<file path="config.mk">
export PLATFORM = sky130hd
export DESIGN_NAME = evrisim_denetleyici_flat
export DESIGN_NICKNAME = d
export VERILOG_FILES = /design/src/rtl/evrisim_denetleyici_if.sv /design/src/rtl/evrisim_denetleyici.sv /design/src/flat_wrapper.sv
export SDC_FILE = /design/constraint.sdc
export NUM_CORES = 1
export LEC_CHECK = 0
export ABC_CLOCK_PERIOD_IN_PS = 8750
export CAP_MARGIN = 10
export CORE_UTILIZATION = 45
export CTS_CLUSTER_DIAMETER = 100
export DETAILED_ROUTE_END_ITERATION = 16
export GPL_TIMING_DRIVEN = 0
export PLACE_DENSITY = 0.78
export SYNTH_ARGS = -nofsm -noshare
export SYNTH_HDL_FRONTEND = slang
export SYNTH_SLANG_ARGS = --single-unit
export TNS_END_PERCENT = 1
</file>
<file path="constraint.sdc">
create_clock -name clk_i -period 8.75 [get_ports clk_i]
set_input_delay 2.1875 -clock clk_i [delete_from_list [all_inputs] [get_ports clk_i]]
set_output_delay 2.1875 -clock clk_i [all_outputs]
set_load 0.03 [all_outputs]
</file>
<file path="src/rtl/evrisim_denetleyici_if.sv">
// Handshake bundle between the frame controller, the pixel source/result sink
// and the convolution unit.
interface evrisim_denetleyici_if;
    logic        baslat_i;
    logic        iptal_i;
    logic [71:0] filtre_cfg_i;
    logic        piksel_gecerli_i;
    logic [7:0]  piksel_i;
    logic        piksel_hazir_o;
    logic        eb_filtre_etkin_o;
    logic [71:0] eb_filtre_o;
    logic        eb_veri_etkin_o;
    logic [7:0]  eb_veri_o;
    logic        eb_veri_etkin_i;
    logic [7:0]  eb_veri_i;
    logic        sonuc_gecerli_o;
    logic [7:0]  sonuc_o;
    logic        mesgul_o;
    logic        bitti_o;
    logic        hata_o;

    modport slave (
        input  baslat_i, iptal_i, filtre_cfg_i, piksel_gecerli_i, piksel_i,
               eb_veri_etkin_i, eb_veri_i,
        output piksel_hazir_o, eb_filtre_etkin_o, eb_filtre_o, eb_veri_etkin_o,
               eb_veri_o, sonuc_gecerli_o, sonuc_o, mesgul_o, bitti_o, hata_o
    );

    modport master (
        output baslat_i, iptal_i, filtre_cfg_i, piksel_gecerli_i, piksel_i,
               eb_veri_etkin_i, eb_veri_i,
        input  piksel_hazir_o, eb_filtre_etkin_o, eb_filtre_o, eb_veri_etkin_o,
               eb_veri_o, sonuc_gecerli_o, sonuc_o, mesgul_o, bitti_o, hata_o
    );
endinterface

</file>
<file path="src/rtl/evrisim_denetleyici.sv">
// Frame controller for a 3x3 convolution unit: loads the filter, streams one
// frame of pixels into the unit and drains its results with a timeout.
module evrisim_denetleyici #(
    parameter int GENISLIK    = 320,
    parameter int YUKSEKLIK   = 240,
    parameter int ZAMAN_ASIMI = 1024
) (
    input logic                  clk_i,
    input logic                  rstn_i,
    evrisim_denetleyici_if.slave bus
);
    localparam int TOPLAM  = GENISLIK * YUKSEKLIK;
    localparam int SUTUN_W = (GENISLIK > 1) ? $clog2(GENISLIK) : 1;
    localparam int SATIR_W = (YUKSEKLIK > 1) ? $clog2(YUKSEKLIK) : 1;
    localparam int SONUC_W = $clog2(TOPLAM + 1);
    localparam int BOSALT_W = $clog2(ZAMAN_ASIMI + 1);

    typedef enum logic [2:0] {BOSTA, FILTRE, AKIS, BOSALT, BITTI} durum_t;
    durum_t durum, durum_sonraki;

    logic [SUTUN_W-1:0]  sutun;
    logic [SATIR_W-1:0]  satir;
    logic [SONUC_W-1:0]  sonuc_say;
    logic [BOSALT_W-1:0] bosalt_say;
    logic [71:0]         filtre;
    logic                veri_etkin;
    logic [7:0]          veri;
    logic                sonuc_gecerli;
    logic [7:0]          sonuc;
    logic                hata;

    logic               kabul, calisiyor, basla_ok, son_piksel, tamam, zaman_doldu;
    logic [SONUC_W:0]   sonuc_say_sonraki;

    always_comb begin
        kabul       = bus.piksel_gecerli_i && (durum == AKIS);
        calisiyor   = (durum == FILTRE) || (durum == AKIS) || (durum == BOSALT);
        basla_ok    = (durum == BOSTA) && bus.baslat_i && !bus.iptal_i;
        son_piksel  = kabul && (sutun == SUTUN_W'(GENISLIK - 1))
                            && (satir == SATIR_W'(YUKSEKLIK - 1));
        // A result arriving in the same cycle still counts toward completion
        sonuc_say_sonraki = {1'b0, sonuc_say}
                          + (SONUC_W + 1)'(calisiyor && bus.eb_veri_etkin_i);
        tamam       = sonuc_say_sonraki == (SONUC_W + 1)'(TOPLAM);
        zaman_doldu = bosalt_say == BOSALT_W'(ZAMAN_ASIMI - 1);

        durum_sonraki = durum;
        case (durum)
            BOSTA:   if (basla_ok) durum_sonraki = FILTRE;
            FILTRE:  durum_sonraki = AKIS;
            AKIS:    if (son_piksel) durum_sonraki = BOSALT;
            BOSALT:  if (tamam || zaman_doldu) durum_sonraki = BITTI;
            BITTI:   durum_sonraki = BOSTA;
            default: durum_sonraki = BOSTA;
        endcase
        if (bus.iptal_i) durum_sonraki = BOSTA;
    end

    always_ff @(posedge clk_i or negedge rstn_i) begin
        if (!rstn_i) durum <= BOSTA;
        else         durum <= durum_sonraki;
    end

    always_ff @(posedge clk_i or negedge rstn_i) begin
        if (!rstn_i) begin
            sutun         <= '0;
            satir         <= '0;
            sonuc_say     <= '0;
            bosalt_say    <= '0;
            filtre        <= '0;
            veri_etkin    <= 1'b0;
            veri          <= '0;
            sonuc_gecerli <= 1'b0;
            sonuc         <= '0;
            hata          <= 1'b0;
        end else begin
            if (basla_ok || bus.iptal_i) begin
                sutun     <= '0;
                satir     <= '0;
                sonuc_say <= '0;
            end else begin
                if (kabul) begin
                    if (sutun == SUTUN_W'(GENISLIK - 1)) begin
                        sutun <= '0;
                        satir <= (satir == SATIR_W'(YUKSEKLIK - 1)) ? '0 : satir + SATIR_W'(1);
                    end else begin
                        sutun <= sutun + SUTUN_W'(1);
                    end
                end
                sonuc_say <= sonuc_say_sonraki[SONUC_W-1:0];
            end
            bosalt_say <= (durum == BOSALT && !bus.iptal_i) ? bosalt_say + BOSALT_W'(1) : '0;

            if (basla_ok) filtre <= bus.filtre_cfg_i;
            veri_etkin <= kabul && !bus.iptal_i;
            if (kabul) veri <= bus.piksel_i;

            // Results outside an active frame, or racing an abort, are dropped
            sonuc_gecerli <= calisiyor && bus.eb_veri_etkin_i && !bus.iptal_i;
            if (calisiyor) sonuc <= bus.eb_veri_i;

            if (basla_ok)
                hata <= 1'b0;
            else if (!bus.iptal_i && ((bus.baslat_i && durum != BOSTA) ||
                                      (durum == BOSALT && zaman_doldu && !tamam)))
                hata <= 1'b1;
        end
    end

    assign bus.piksel_hazir_o    = (durum == AKIS);
    assign bus.eb_filtre_etkin_o = (durum == FILTRE);
    assign bus.eb_filtre_o       = filtre;
    assign bus.eb_veri_etkin_o   = veri_etkin;
    assign bus.eb_veri_o         = veri;
    assign bus.sonuc_gecerli_o   = sonuc_gecerli;
    assign bus.sonuc_o           = sonuc;
    assign bus.mesgul_o          = (durum != BOSTA);
    assign bus.bitti_o           = (durum == BITTI);
    assign bus.hata_o            = hata;
endmodule

</file>
<file path="src/flat_wrapper.sv">
// flat-port wrapper written by rule: the top's interface ports become plain ports
module evrisim_denetleyici_flat 
#(
    parameter int GENISLIK    = 320,
    parameter int YUKSEKLIK   = 240,
    parameter int ZAMAN_ASIMI = 1024
)
  (clk_i, rstn_i, bus_baslat_i, bus_iptal_i, bus_filtre_cfg_i, bus_piksel_gecerli_i, bus_piksel_i, bus_eb_veri_etkin_i, bus_eb_veri_i, bus_piksel_hazir_o, bus_eb_filtre_etkin_o, bus_eb_filtre_o, bus_eb_veri_etkin_o, bus_eb_veri_o, bus_sonuc_gecerli_o, bus_sonuc_o, bus_mesgul_o, bus_bitti_o, bus_hata_o);
  evrisim_denetleyici_if bus_i ();
  input logic clk_i;
  input logic rstn_i;
  input wire logic [$bits(bus_i.baslat_i)-1:0] bus_baslat_i;
  input wire logic [$bits(bus_i.iptal_i)-1:0] bus_iptal_i;
  input wire logic [$bits(bus_i.filtre_cfg_i)-1:0] bus_filtre_cfg_i;
  input wire logic [$bits(bus_i.piksel_gecerli_i)-1:0] bus_piksel_gecerli_i;
  input wire logic [$bits(bus_i.piksel_i)-1:0] bus_piksel_i;
  input wire logic [$bits(bus_i.eb_veri_etkin_i)-1:0] bus_eb_veri_etkin_i;
  input wire logic [$bits(bus_i.eb_veri_i)-1:0] bus_eb_veri_i;
  output wire logic [$bits(bus_i.piksel_hazir_o)-1:0] bus_piksel_hazir_o;
  output wire logic [$bits(bus_i.eb_filtre_etkin_o)-1:0] bus_eb_filtre_etkin_o;
  output wire logic [$bits(bus_i.eb_filtre_o)-1:0] bus_eb_filtre_o;
  output wire logic [$bits(bus_i.eb_veri_etkin_o)-1:0] bus_eb_veri_etkin_o;
  output wire logic [$bits(bus_i.eb_veri_o)-1:0] bus_eb_veri_o;
  output wire logic [$bits(bus_i.sonuc_gecerli_o)-1:0] bus_sonuc_gecerli_o;
  output wire logic [$bits(bus_i.sonuc_o)-1:0] bus_sonuc_o;
  output wire logic [$bits(bus_i.mesgul_o)-1:0] bus_mesgul_o;
  output wire logic [$bits(bus_i.bitti_o)-1:0] bus_bitti_o;
  output wire logic [$bits(bus_i.hata_o)-1:0] bus_hata_o;
  assign bus_i.baslat_i = bus_baslat_i;
  assign bus_i.iptal_i = bus_iptal_i;
  assign bus_i.filtre_cfg_i = bus_filtre_cfg_i;
  assign bus_i.piksel_gecerli_i = bus_piksel_gecerli_i;
  assign bus_i.piksel_i = bus_piksel_i;
  assign bus_i.eb_veri_etkin_i = bus_eb_veri_etkin_i;
  assign bus_i.eb_veri_i = bus_eb_veri_i;
  assign bus_piksel_hazir_o = bus_i.piksel_hazir_o;
  assign bus_eb_filtre_etkin_o = bus_i.eb_filtre_etkin_o;
  assign bus_eb_filtre_o = bus_i.eb_filtre_o;
  assign bus_eb_veri_etkin_o = bus_i.eb_veri_etkin_o;
  assign bus_eb_veri_o = bus_i.eb_veri_o;
  assign bus_sonuc_gecerli_o = bus_i.sonuc_gecerli_o;
  assign bus_sonuc_o = bus_i.sonuc_o;
  assign bus_mesgul_o = bus_i.mesgul_o;
  assign bus_bitti_o = bus_i.bitti_o;
  assign bus_hata_o = bus_i.hata_o;
  evrisim_denetleyici #(.GENISLIK(GENISLIK), .YUKSEKLIK(YUKSEKLIK), .ZAMAN_ASIMI(ZAMAN_ASIMI)) u_core (.clk_i(clk_i), .rstn_i(rstn_i), .bus(bus_i));
endmodule
</file>
Word level (Yosys, flattened, before mapping). Cells that the tools add are included.

ROM bits: 0. Memories kept: 0. Output and inout bits: 95. Bits in latches: 0. RAM bits: 0. Bits in registers: 139. Logic and storage cells: 69. Bits of input ports: 94.

Equal/unequal tests: 11. Muxes and demuxes: 16. Reduce and logical (&&, ||, !) cells: 27. Order comparisons: 0. Shifts and indexed selects: 0. Bitwise operators: 0. Divide/modulo/power cells: 0. Multipliers: 0. Add/sub/neg operators: 4.

Operators with widths (count): $mux 8 (4); $mux 9 (3); $add 17x1->18 (1); $eq 18x17->1 const B (1); $mux 17 (1); $logic_and 1x1->1 (13); $mux 3 (4); $pmux 3 s4 (1); $add 11x1->11 const B (1); $eq 11x10->1 const B (1); $mux 11 (1); $add 9x1->9 const B (1); $eq 9x9->1 const B (1); $ne 3x2->1 const B (3); $add 8x1->8 const B (1); $eq 8x8->1 const B (1); $eq 3x2->1 const B (2); $reduce_bool 2->1 (3); $logic_or 1x1->1 (5); $eq 3x1->1 const B (1); $eq 3x3->1 const B (1); $logic_not 3->1 (1); $reduce_and 3->1 (1); $reduce_bool 3->1 (1); 3 further kinds (5).

Depth between registers and ports, before layout.
Depth after elaboration: 12. Mapped depth: 13. Gate-level depth less buffers: 11.

Worst setup path before layout. OpenSTA, ideal clock, no wires.

Kind: input -> register. Start: in bus_eb_veri_etkin_i. End: reg u_core.durum[1]. Library setup time: 134 ps. Path buffers: 0. Cell stages on the path: 10. Arrival: 3922 ps. Data required time: 8616 ps. Slack: 4694 ps. Path through: inv_1 -> nor2_1 -> ha_1 -> ha_1 -> and4_1 -> nand4_1 -> xor2_1 -> nand4_1 -> a2111oi_4 -> a21oi_1.

Cells in the longest elaborated chain, start to end: 6.

RTL lines: from (decl) (RTL line flat_wrapper.sv:17) `input wire logic [$bits(bus_i.eb_veri_etkin_i)-1:0] bus_eb_veri_etkin_i;`; $logic_and 1x1->1 (RTL line evrisim_denetleyici.sv:43) `+ (SONUC_W + 1)'(calisiyor && bus.eb_veri_etkin_i);`; $add 17x1->18 (RTL line evrisim_denetleyici.sv:43); $eq 18x17->1 (RTL line evrisim_denetleyici.sv:44) `tamam = sonuc_say_sonraki == (SONUC_W + 1)'(TOPLAM);`; $logic_or 1x1->1 (RTL line evrisim_denetleyici.sv:52) `BOSALT: if (tamam || zaman_doldu) durum_sonraki = BITTI;`; $ne 3x2->1 (no line); $reduce_and 3->1 (no line); to (signal assigned) (RTL line evrisim_denetleyici.sv:61) `else durum <= durum_sonraki;`; to (decl) (RTL line evrisim_denetleyici.sv:19) `durum_t durum, durum_sonraki;`.

Every way passes these cells. A chain may end at the register's enable or synchronous reset.

Final worst setup path.
Start: in bus_eb_veri_etkin_i. End: reg u_core.hata, in the netlist u_core.bus.hata_o.

Cells in the longest elaborated chain, start to end: 8.

RTL lines: $logic_and 1x1->1 (RTL line evrisim_denetleyici.sv:43); $add 17x1->18 (RTL line evrisim_denetleyici.sv:43); $eq 18x17->1 (RTL line evrisim_denetleyici.sv:44); $logic_not 1->1 (RTL line evrisim_denetleyici.sv:105) `(durum == BOSALT && zaman_doldu && !tamam)))`; $logic_and 1x1->1 (RTL line evrisim_denetleyici.sv:105); $logic_or 1x1->1 (RTL line evrisim_denetleyici.sv:104) `else if (!bus.iptal_i && ((bus.baslat_i && durum != BOSTA) ||`; $logic_and 1x1->1 (RTL line evrisim_denetleyici.sv:104); $reduce_bool 2->1 (no line); to (signal assigned) (RTL line evrisim_denetleyici.sv:75) `hata <= 1'b0;`; to (signal assigned) (RTL line evrisim_denetleyici.sv:103) `hata <= 1'b0;`; to (signal assigned) (RTL line evrisim_denetleyici.sv:106) `hata <= 1'b1;`; to (decl) (RTL line evrisim_denetleyici.sv:30) `logic hata;`.

Every way passes these cells.

==> summary.txt <==
==============================================================================
Half-perimeter wire length of the detailed placement result          10,300 um
Setup TNS Final                                                           0 ps
Horizontal die dimension                                                117 um
Number of hold-slack violations in the final timing report                   0
Data arrival time of the critical path                                 4820 ps
Number of gates given a new drive strength after cts                         0
Required time at the endpoint of the critical path                     9020 ps
Worst clock skew                                                       7.39 ps
Net count of the mapped netlist                                            566
Input/output buffers                                                       187
Power per standard cell area                                       243 nW/um^2
Clock transition at the registers of the reported paths                  50 ps
Boundary pin count                                                         189
Initial core utilization                                                 46.6%
CTS Hold Bufs                                                                0
Syn avg cell area                                                   12.7 sq um
Measured slew at the worst slew-check pin                               663 ps
Pin count of the biggest net entering global routing                        86
Number of sinks on the clock net                                           139
Leak                                                                   3.59 nW
Setup Fix Bufs, Post-CTS                                                     0
Floorplan die height                                                    117 um
Routability Congestion                                                   0.827
TritonRoute pass-1 iters                                                     4
Worst slew margin relative to its limit                                  55.4%
Vias per Instance                                                         5.11
Top cells by area in the synthesized netlist                      dfrtp_1, mux2_2, xor2_1
Via count                                                                4,398
Overall power of the completed layout                                  2.09 mW
Path category of the worst min-delay check                        register to register
Path type of the worst setup path                                 input port to register
Area share of the largest cell type after synthesis                      58.6%
WL final                                                             13,900 um
Number of synthesized register bits                                        139
Max frequency                                                          220 MHz
Maximum Capacitance Violations                                               0
Kind of start point of the critical path                            input port
Synthesized cell area                                               5930 sq um
Area grow syn2layout                                                     44.8%
TritonCTS buffer count                                                      17
Dominant cell by count in the synthesized netlist                      dfrtp_1
Placement Setup Slack                                                  3800 ps
Post-Synthesis Cells                                                       467
Via count of the first global-routing pass                               4,717
Worst hold margin                                                       491 ps
Residual antenna-violating net count after detailed routing                  0
Result of the run                                                 complete, no violations
EDFF count, synth                                                            0
Non-filler cells, final                                                    860
Max Fanout on Critical Path                                                  6
Clk_lat worst skew                                                      420 ps
Total global-route track usage                                           22.2%
Cell type contributing the most total cell area after synthesis        dfrtp_1
Detailed-route wire length per cell                                    16.2 um
Crit end category                                                     register
Ratio of final minimum period to clock period                            52.0%
Overflow left after global routing                                           0
Leading register cell type out of synthesis                            dfrtp_1
Worst voltage drop across the vdd grid                                0.177 mV
Number of setup violations in the final report                               0
Net total in the final layout                                              773
CTS tree                                                                  done
Starting DRC count in detailed routing                                     177
Share of post-route cells with drive strength above 1                    18.8%
Clock period minus final worst setup slack                             4550 ps
Post-route DRC                                                               0
Syn. warnings                                                                0
Clock H-tree levels                                                          4
Sequential element share of the synthesized area                         58.6%
Core outline area                                                 12,700 sq um
First-pass GRT wire length                                           22,500 um
# placed instances                                                         827
Clock root buffer                                                    clkbuf_16
Slew Limit Fails                                                             0
Unique cell type count in the Yosys netlist                                 46
FFs w/ async S/R, synth                                                   100%
Top cells by instance count after synthesis                       dfrtp_1, mux2_2, nor2_1
Row count                                                                   41
Min setup slack post-route                                             4200 ps
RSZ-0062 raised after global routing                                     false
Die Footprint                                                     13,600 sq um
Initial antenna violation count                                              1
Maximum count of clock buffers along a single path                           2
==============================================================================
## metrics by stage
stage / instance area [sq um] / utilization, %
finish: 8590 / 67.5
floorplan: 5930 / -
detailed placement: 8050 / 63.3
CTS: 8590 / 67.5
global placement: 8020 / 63.0
global route: 8590 / 67.5
## layout by cell type, fill, tap and decap left out, types with 2 or more instances in the layout
cell and instances:
xnor2_1 10, and4_1 3, buf_4 3, mux2_1 8
nand4_1 9, nor2b_1 4, a21oi_1 9, nand3_1 15
mux2i_1 2, xor2_1 23, inv_1 5, ha_1 5
nor3b_1 4, nor2_1 47, o21ai_0 7, nor4_1 5
nand2_1 25, or4_1 2, clkbuf_1 15, o22ai_1 2
clkbuf_8 6, and3_1 7, clkdlybuf4s50_1 186, dfrtp_1 139
nand2b_1 2, o31ai_1 3, mux2_2 80, clkbuf_16 17
and2_1 8, nor3_1 6, buf_2 10
## final timing paths
path | startpoint | endpoint | slack, ps | depth (start not counted)
max | bus_eb_veri_etkin_i | u_core.bus.hata_o | 4200 | 11
min | u_core.bus.eb_filtre_o[52] | u_core.bus.eb_filtre_o[52] | 490 | 1
max reg2reg | u_core.durum[2] | u_core.bus.hata_o | 5260 | 12
min reg2reg | u_core.bus.eb_filtre_o[52] | u_core.bus.eb_filtre_o[52] | 490 | 1
max in group asynchronous | rstn_i | u_core.bosalt_say[10] | 6210 | 2
min in group asynchronous | rstn_i | u_core.bus.eb_filtre_o[21] | 1730 | 1
## critical path, stage by stage
cell and delay [ps]:
clkdlybuf4s50_1 450, inv_1 50, nor2_1 160, ha_1 270
ha_1 280, and4_1 280, nand4_1 130, xor2_1 220
nand4_1 170, a2111oi_4 490, o22ai_1 130
## per-layer routing
metal	global-route usage, %	vias to the layer above	part of all wire (%)
met2	38.3	135	52
met5	0	-	0
met1	23.4	2181	37
li1	-	2052	-
met3	8.96	30	8.0
met4	11.4	0	3.1
## state kept, by name (all words and copies together), names as in the netlist
signal and cells:
u_core.bosalt_say 11, u_core.bus.eb_filtre_o 72, u_core.bus.eb_veri_etkin_o 1, u_core.bus.eb_veri_o 8
u_core.bus.hata_o 1, u_core.bus.sonuc_gecerli_o 1, u_core.bus.sonuc_o 8, u_core.durum 3
u_core.satir 8, u_core.sonuc_say 17, u_core.sutun 9
## power by group
part	switching [mW]	internal [mW]	total [mW]
Clock	0.249	0.409	0.658
Combinational	0.335	0.294	0.630
Sequential	0.0546	0.747	0.802
## kinds of logic after synthesis
kind of cell / Yosys count / share of synthesized area, %
flops: 139 / 58.6
simple gates: 149 / 13.2
buf+inv: 25 / 2.00
fa+ha+maj: 5 / 1.05
xor+xnor: 33 / 4.87
mux: 90 / 17.0
compound gates: 26 / 3.14
## cell type report
| type | instances | area [sq um] |
|---|---|---|
| Timing Repair Buffer | 188 | 1900 |
| Inverter | 5 | 18.8 |
| Sequential cell | 139 | 3480 |
| Antenna cell | 1 | 2.50 |
| Buffer | 20 | 100 |
| Multi-Input combinational cell | 303 | 2330 |
| Tap cell | 172 | 215 |
| Fill cell | 959 | 4130 |
| Clock buffer | 32 | 542 |
Note: power is estimated with default switching activity, not from simulation.
